[src/rtl/decode_stage_pkg.sv]
// Shared Y86-64 encodings and the E-stage bundle type for the decode stage.
package decode_stage_pkg;

  localparam int NREG = 15;
  localparam int W    = 64;

  localparam logic [3:0] IHALT   = 4'h0;
  localparam logic [3:0] INOP    = 4'h1;
  localparam logic [3:0] IRRMOVQ = 4'h2;
  localparam logic [3:0] IIRMOVQ = 4'h3;
  localparam logic [3:0] IRMMOVQ = 4'h4;
  localparam logic [3:0] IMRMOVQ = 4'h5;
  localparam logic [3:0] IOPQ    = 4'h6;
  localparam logic [3:0] IJXX    = 4'h7;
  localparam logic [3:0] ICALL   = 4'h8;
  localparam logic [3:0] IRET    = 4'h9;
  localparam logic [3:0] IPUSHQ  = 4'hA;
  localparam logic [3:0] IPOPQ   = 4'hB;

  localparam logic [3:0] RSP   = 4'h4;
  localparam logic [3:0] RNONE = 4'hF;

  typedef struct packed {
    logic [3:0]   icode;
    logic [3:0]   ifun;
    logic [W-1:0] valA;
    logic [W-1:0] valB;
    logic [W-1:0] valC;
    logic [3:0]   dstE;
    logic [3:0]   dstM;
    logic [3:0]   srcA;
    logic [3:0]   srcB;
  } e_bundle_t;

  localparam e_bundle_t E_BUBBLE = '{
    icode: INOP,
    ifun:  4'h0,
    valA:  '0,
    valB:  '0,
    valC:  '0,
    dstE:  RNONE,
    dstM:  RNONE,
    srcA:  RNONE,
    srcB:  RNONE
  };

endpackage

[src/rtl/decode_stage_regfile.sv]
// 15x64 register file: two asynchronous read ports, two write ports where the
// M port overrides the E port on a shared target (popq %rsp).
module decode_stage_regfile
  import decode_stage_pkg::*;
(
  input  logic         clk_i,
  input  logic         rst_n_i,
  input  logic [3:0]   rd_a_addr_i,
  input  logic [3:0]   rd_b_addr_i,
  output logic [W-1:0] rd_a_data_o,
  output logic [W-1:0] rd_b_data_o,
  input  logic [3:0]   wr_e_addr_i,
  input  logic [W-1:0] wr_e_data_i,
  input  logic [3:0]   wr_m_addr_i,
  input  logic [W-1:0] wr_m_data_i
);

  logic [W-1:0] r_regs [NREG];

  always_ff @(posedge clk_i or negedge rst_n_i) begin
    if (!rst_n_i) begin
      for (int i = 0; i < NREG; i++) r_regs[i] <= '0;
    end else begin
      for (int i = 0; i < NREG; i++) begin
        // M assignment comes last so it wins when both ports hit one register
        if (wr_e_addr_i == 4'(i)) r_regs[i] <= wr_e_data_i;
        if (wr_m_addr_i == 4'(i)) r_regs[i] <= wr_m_data_i;
      end
    end
  end

  assign rd_a_data_o = (rd_a_addr_i == RNONE) ? '0 : r_regs[rd_a_addr_i];
  assign rd_b_data_o = (rd_b_addr_i == RNONE) ? '0 : r_regs[rd_b_addr_i];

endmodule

[src/rtl/decode_stage.sv]
// Y86-64 pipelined decode/write-back: source/destination select, operand
// forwarding from e/M/W, and the registered E-stage bundle.
module decode_stage
  import decode_stage_pkg::*;
(
  input  logic         clk_i,
  input  logic         rst_n_i,
  input  logic [3:0]   D_icode_i,
  input  logic [3:0]   D_ifun_i,
  input  logic [3:0]   D_rA_i,
  input  logic [3:0]   D_rB_i,
  input  logic [W-1:0] D_valC_i,
  input  logic [W-1:0] D_valP_i,
  input  logic         E_stall_i,
  input  logic         E_bubble_i,
  input  logic [3:0]   e_dstE_i,
  input  logic [W-1:0] e_valE_i,
  input  logic [3:0]   M_dstE_i,
  input  logic [W-1:0] M_valE_i,
  input  logic [3:0]   M_dstM_i,
  input  logic [W-1:0] m_valM_i,
  input  logic [3:0]   W_dstE_i,
  input  logic [W-1:0] W_valE_i,
  input  logic [3:0]   W_dstM_i,
  input  logic [W-1:0] W_valM_i,
  output logic [3:0]   d_srcA_o,
  output logic [3:0]   d_srcB_o,
  output logic [3:0]   E_icode_o,
  output logic [3:0]   E_ifun_o,
  output logic [W-1:0] E_valA_o,
  output logic [W-1:0] E_valB_o,
  output logic [W-1:0] E_valC_o,
  output logic [3:0]   E_dstE_o,
  output logic [3:0]   E_dstM_o,
  output logic [3:0]   E_srcA_o,
  output logic [3:0]   E_srcB_o
);

  logic [3:0]   w_srcA;
  logic [3:0]   w_srcB;
  logic [3:0]   w_dstE;
  logic [3:0]   w_dstM;
  logic [W-1:0] w_rvalA;
  logic [W-1:0] w_rvalB;
  logic [W-1:0] w_valA;
  logic [W-1:0] w_valB;
  e_bundle_t    w_d_bundle;
  e_bundle_t    r_e;

  always_comb begin
    w_srcA = RNONE;
    w_srcB = RNONE;
    w_dstE = RNONE;
    w_dstM = RNONE;
    case (D_icode_i)
      IRRMOVQ: begin w_srcA = D_rA_i; w_dstE = D_rB_i; end
      IIRMOVQ: begin w_dstE = D_rB_i; end
      IRMMOVQ: begin w_srcA = D_rA_i; w_srcB = D_rB_i; end
      IMRMOVQ: begin w_srcB = D_rB_i; w_dstM = D_rA_i; end
      IOPQ:    begin w_srcA = D_rA_i; w_srcB = D_rB_i; w_dstE = D_rB_i; end
      ICALL:   begin w_srcB = RSP; w_dstE = RSP; end
      IRET:    begin w_srcA = RSP; w_srcB = RSP; w_dstE = RSP; end
      IPUSHQ:  begin w_srcA = D_rA_i; w_srcB = RSP; w_dstE = RSP; end
      IPOPQ:   begin w_srcA = RSP; w_srcB = RSP; w_dstE = RSP; w_dstM = D_rA_i; end
      default: ;
    endcase
  end

  assign d_srcA_o = w_srcA;
  assign d_srcB_o = w_srcB;

  decode_stage_regfile u_regfile (
    .clk_i       (clk_i),
    .rst_n_i     (rst_n_i),
    .rd_a_addr_i (w_srcA),
    .rd_b_addr_i (w_srcB),
    .rd_a_data_o (w_rvalA),
    .rd_b_data_o (w_rvalB),
    .wr_e_addr_i (W_dstE_i),
    .wr_e_data_i (W_valE_i),
    .wr_m_addr_i (W_dstM_i),
    .wr_m_data_i (W_valM_i)
  );

  // Youngest producer first; RNONE never forwards
  function automatic logic [W-1:0] fwd(input logic [3:0] src, input logic [W-1:0] rf_val);
    if (src == RNONE)         return rf_val;
    else if (src == e_dstE_i) return e_valE_i;
    else if (src == M_dstM_i) return m_valM_i;
    else if (src == M_dstE_i) return M_valE_i;
    else if (src == W_dstM_i) return W_valM_i;
    else if (src == W_dstE_i) return W_valE_i;
    else                      return rf_val;
  endfunction

  assign w_valA = (D_icode_i == ICALL || D_icode_i == IJXX) ? D_valP_i : fwd(w_srcA, w_rvalA);
  assign w_valB = fwd(w_srcB, w_rvalB);

  always_comb begin
    w_d_bundle       = E_BUBBLE;
    w_d_bundle.icode = D_icode_i;
    w_d_bundle.ifun  = D_ifun_i;
    w_d_bundle.valA  = w_valA;
    w_d_bundle.valB  = w_valB;
    w_d_bundle.valC  = D_valC_i;
    w_d_bundle.dstE  = w_dstE;
    w_d_bundle.dstM  = w_dstM;
    w_d_bundle.srcA  = w_srcA;
    w_d_bundle.srcB  = w_srcB;
  end

  always_ff @(posedge clk_i or negedge rst_n_i) begin
    if (!rst_n_i)        r_e <= E_BUBBLE;
    else if (E_bubble_i) r_e <= E_BUBBLE;
    else if (!E_stall_i) r_e <= w_d_bundle;
  end

  assign E_icode_o = r_e.icode;
  assign E_ifun_o  = r_e.ifun;
  assign E_valA_o  = r_e.valA;
  assign E_valB_o  = r_e.valB;
  assign E_valC_o  = r_e.valC;
  assign E_dstE_o  = r_e.dstE;
  assign E_dstM_o  = r_e.dstM;
  assign E_srcA_o  = r_e.srcA;
  assign E_srcB_o  = r_e.srcB;

endmodule

[config.mk]
export PLATFORM = sky130hd
export DESIGN_NAME = decode_stage
export DESIGN_NICKNAME = d
export VERILOG_FILES = /design/src/rtl/decode_stage_pkg.sv /design/src/rtl/decode_stage_regfile.sv /design/src/rtl/decode_stage.sv
export SDC_FILE = /design/constraint.sdc
export NUM_CORES = 2
export LEC_CHECK = 0
export CORE_UTILIZATION = 30
export CTS_BUF_LIST = sky130_fd_sc_hd__clkbuf_16
export DETAILED_ROUTE_END_ITERATION = 10
export PLACE_DENSITY = 0.57
export REMOVE_ABC_BUFFERS = 1
export SYNTH_ARGS = -nofsm -noshare
export SYNTH_HDL_FRONTEND = slang
export SYNTH_HIERARCHICAL = 1
export SYNTH_SLANG_ARGS = --single-unit
[constraint.sdc]
create_clock -name clk_i -period 2.51 [get_ports clk_i]
set_clock_uncertainty 0.1 [all_clocks]
set_input_delay 0.502 -clock clk_i [delete_from_list [all_inputs] [get_ports clk_i]]
set_output_delay 0.502 -clock clk_i [all_outputs]
set_load 0.005 [all_outputs]
==> results.md <==
* Status: complete, but fails checks
* Failing checks: negative setup slack
* Post-synth ARST share at 1.000
* Post-DR vias/cell at 6.009
* Max frequency at 355.1 MHz
* CTS Sinks at 1176
* Final GP Congestion at 0.8954
* Data arrival time of the worst path at 3.41 ns
* IO Pins at 712
* CTS H-tree lvls at 4
* Clk_lat worst skew at 0.83 ns
* Avg Inst Size Synth at 9.853 sq um
* Area Overhead vs Synth at 39.52%
* Num CTS Buffers at 146
* Pwr Total at 70.42 mW
* Leak at 45.03 nW
* Die width at 511.2 microns
* Layout cells sized above 1 at 0.2488
* Synthesized cell area at 77790 sq um
* Nets at 9504
* Hold WS at 0.06559 ns
* Total die area at 261400 sq um
* Total grt overflow at 0
* Worst-path fanout max at 7
* Top cells by area, synth: dfrtp_1 (37%), mux2i_1 (18%), mux4_2 (9.3%)
* Pre-CTS setup slack at -1.813 ns
* Syn. warnings at 6
* CTS clk-pin slew, worst paths at 0.06 ns
* RSZ-0062 raised after global routing: true
* Final Util at 0.4217
* Cell variety after synth at 76
* Max Root-Sink Buffers at 3
* R2R Setup Slk at 0.23 ns
* Worst-Margin Slew at 0.7164 ns
* Hpwl dp at 250200 microns
* Leading area contributor after synthesis: dfrtp_1
* Period utilization at 1.122
* First-pass GRT wire length at 552200 microns
* Power Density at 648.8 nW/um^2
* Setup ws final at -0.3062 ns
* Min-Delay Path Class: input pin to flip-flop
* DRT antenna net count at 0
* Fin. Hold Viols at 0
* Commonest non-fill, non-tap cells in the layout: mux2i_1 (1414), dfrtp_1 (1159), nand2_1 (881), clkdlybuf4s50_1 (667), buf_4 (591)
* Req. time, crit path at 3.10 ns
* Maxcap violations at 0
* DRC Markers at 0
* Most common cell after layout, fill and taps aside: mux2i_1
* Final TNS setup at -22.75 ns
* Via count at 75270
* Row count at 186
* Buffers on Ports at 711
* CTS tree: built
* Vias in the first global route at 74570
* Post-Synthesis Cells at 7895
* Root Buffer: clkbuf_16
* Setup violations, final at 133
* Sequential-to-total area share from yosys stat at 0.3786
* Initial core utilization at 0.3022
* Max rail drop VDD at 0.7335 mV
* Crit path launch type: input pin
* Tmin final at 2.816 ns
* Initial antenna violation count at 38
* Die height at 511.2 microns
* Pre-Repair DR Iteration Count at 6
* Top cell type's share of synthesized area at 0.3728
* Number of synthesized register bits at 1176
* Final Max Tran Viols at 0
* Crit path kind: input pin to flip-flop
* Routed wire per std cell at 31.46 microns
* Initial DRC count at 9090
* EDFF count, synth at 0
* Core area at 257400 sq um
* Top FF cell, synth: dfrtp_1
* Critical Path End Type: flip-flop
* Slew Limit Headroom at 0.5209
* Global Route Usage Sum at 0.2881
* Largest net degree at the start of global routing at 88
* Detailed Route WL at 394100 microns
## sequential cells by signal, summed over array words and instances, names as in the netlist
name              cells
u_regfile/r_regs    960
E_valA_o             64
E_valB_o             64
E_valC_o             64
E_dstE_o              4
E_dstM_o              4
E_icode_o             4
E_ifun_o              4
E_srcA_o              4
E_srcB_o              4
## synthesized netlist by cell type (7+ instances only)
master / count
a2111oi_0: 65
a21oi_1: 333
a22oi_1: 128
a311o_1: 63
a31oi_1: 68
and2_1: 66
and3_1: 67
buf_1: 45
buf_2: 242
buf_4: 36
buf_6: 16
clkbuf_1: 527
dfrtp_1: 1159
dfstp_2: 17
inv_1: 146
mux2_1: 60
mux2_2: 67
mux2i_1: 1419
mux4_2: 321
nand2_1: 918
nand2b_1: 73
nand3_1: 7
nand4b_1: 8
nor2_1: 483
nor2b_1: 71
nor3_1: 130
nor4_1: 19
nor4b_1: 8
o211a_1: 64
o211ai_1: 8
o21ai_0: 286
o21ai_1: 489
o221a_2: 65
o221ai_1: 188
o31ai_1: 72
o32ai_1: 64
or4_1: 7
xnor2_1: 10
## worst max-delay path, stage by stage
cell	delay, ns
buf_12	0.11
buf_8	0.12
buf_12	0.12
buf_8	0.11
and3b_2	0.25
nor2_4	0.14
buf_12	0.15
buf_12	0.17
buf_16	0.18
buf_16	0.17
buf_16	0.14
mux4_2	0.34
mux2_4	0.30
o211a_4	0.26
o221a_4	0.22
o221ai_2	0.06
a31oi_1	0.06
## repair_timing
| item | in CTS | in global routing |
|---|---|---|
| resized for setup | 677 | 210 |
| endpoints found under the setup margin | 158 | 135 |
| cloned | 66 | 19 |
| pin swaps | 235 | 122 |
| buffers inserted | 115 | 27 |
| hold buffers | 4 | 0 |
| hold endpoints to repair | 199 | 0 |
## logic make-up (layout without fill, tap and decap cells)
| family | after synthesis | count (layout) | synth area share |
|---|---|---|---|
| compound gates | 1934 | 1934 | 0.1628 |
| simple gates | 1894 | 1895 | 0.1075 |
| mux | 1867 | 1867 | 0.2939 |
| flops | 1176 | 1176 | 0.3786 |
| buf+inv | 1014 | 2246 | 0.05610 |
| xor+xnor | 10 | 10 | 0.001126 |
| other cells | 0 | 15 | 0 |
## per-stage QoR
step	area [sq um]	instances
4_1_cts	107000	12480
3_3_place_gp	96740	12040
6_report	108500	12530
3_5_place_dp	96740	12040
5_1_grt	108500	12520
2_1_floorplan	73980	7029
## path summary, 6_finish.rpt
path,startpoint,endpoint,depth (start not counted)
setup reg to reg,u_regfile/r_regs[466],E_valB_o[18],8
hold reg to reg,E_srcB_o[1],E_srcB_o[1],2
max in group asynchronous,rst_n_i,u_regfile/r_regs[19],4
setup / recovery,D_icode_i[3],E_valA_o[47],17
hold / removal,D_rB_i[1],E_dstE_o[1],4
min in group asynchronous,rst_n_i,E_icode_o[1],2
## power by group
group | internal [mW] | total, mW | leakage [nW] | switching [mW]
logic | 11.5 | 22.6 | 28.3 | 11.1
clock network | 12.2 | 21.7 | 2.40 | 9.43
registers | 22.8 | 26.2 | 14.3 | 3.37
total | 46.6 | 70.4 | 45.0 | 23.9
## final cells by class
cell class | instances | area (sq um)
Antenna cell | 15 | 37.54
Fill cell | 24050 | 148900
Clock inverter | 111 | 968.4
Multi-Input combinational cell | 5706 | 47090
Timing Repair Buffer | 1832 | 22320
Tap cell | 3384 | 4234
Sequential cell | 1176 | 29450
Inverter | 148 | 613.1
Timing Repair inverter | 6 | 96.34
Clock buffer | 149 | 3729
## per-layer routing
layer / vias to the layer above / track usage / part of all wire / wire [microns]
met4: 30 / 0.1672 / 0.063 / 24930
met5: - / 0 / 0.00049 / 193
met1: 37770 / 0.3669 / 0.39 / 152700
met2: 4884 / 0.4479 / 0.45 / 177600
met3: 1118 / 0.06446 / 0.098 / 38630
li1: 31470 / - / - / -
No activity file was read; power rests on OpenSTA's default activity.
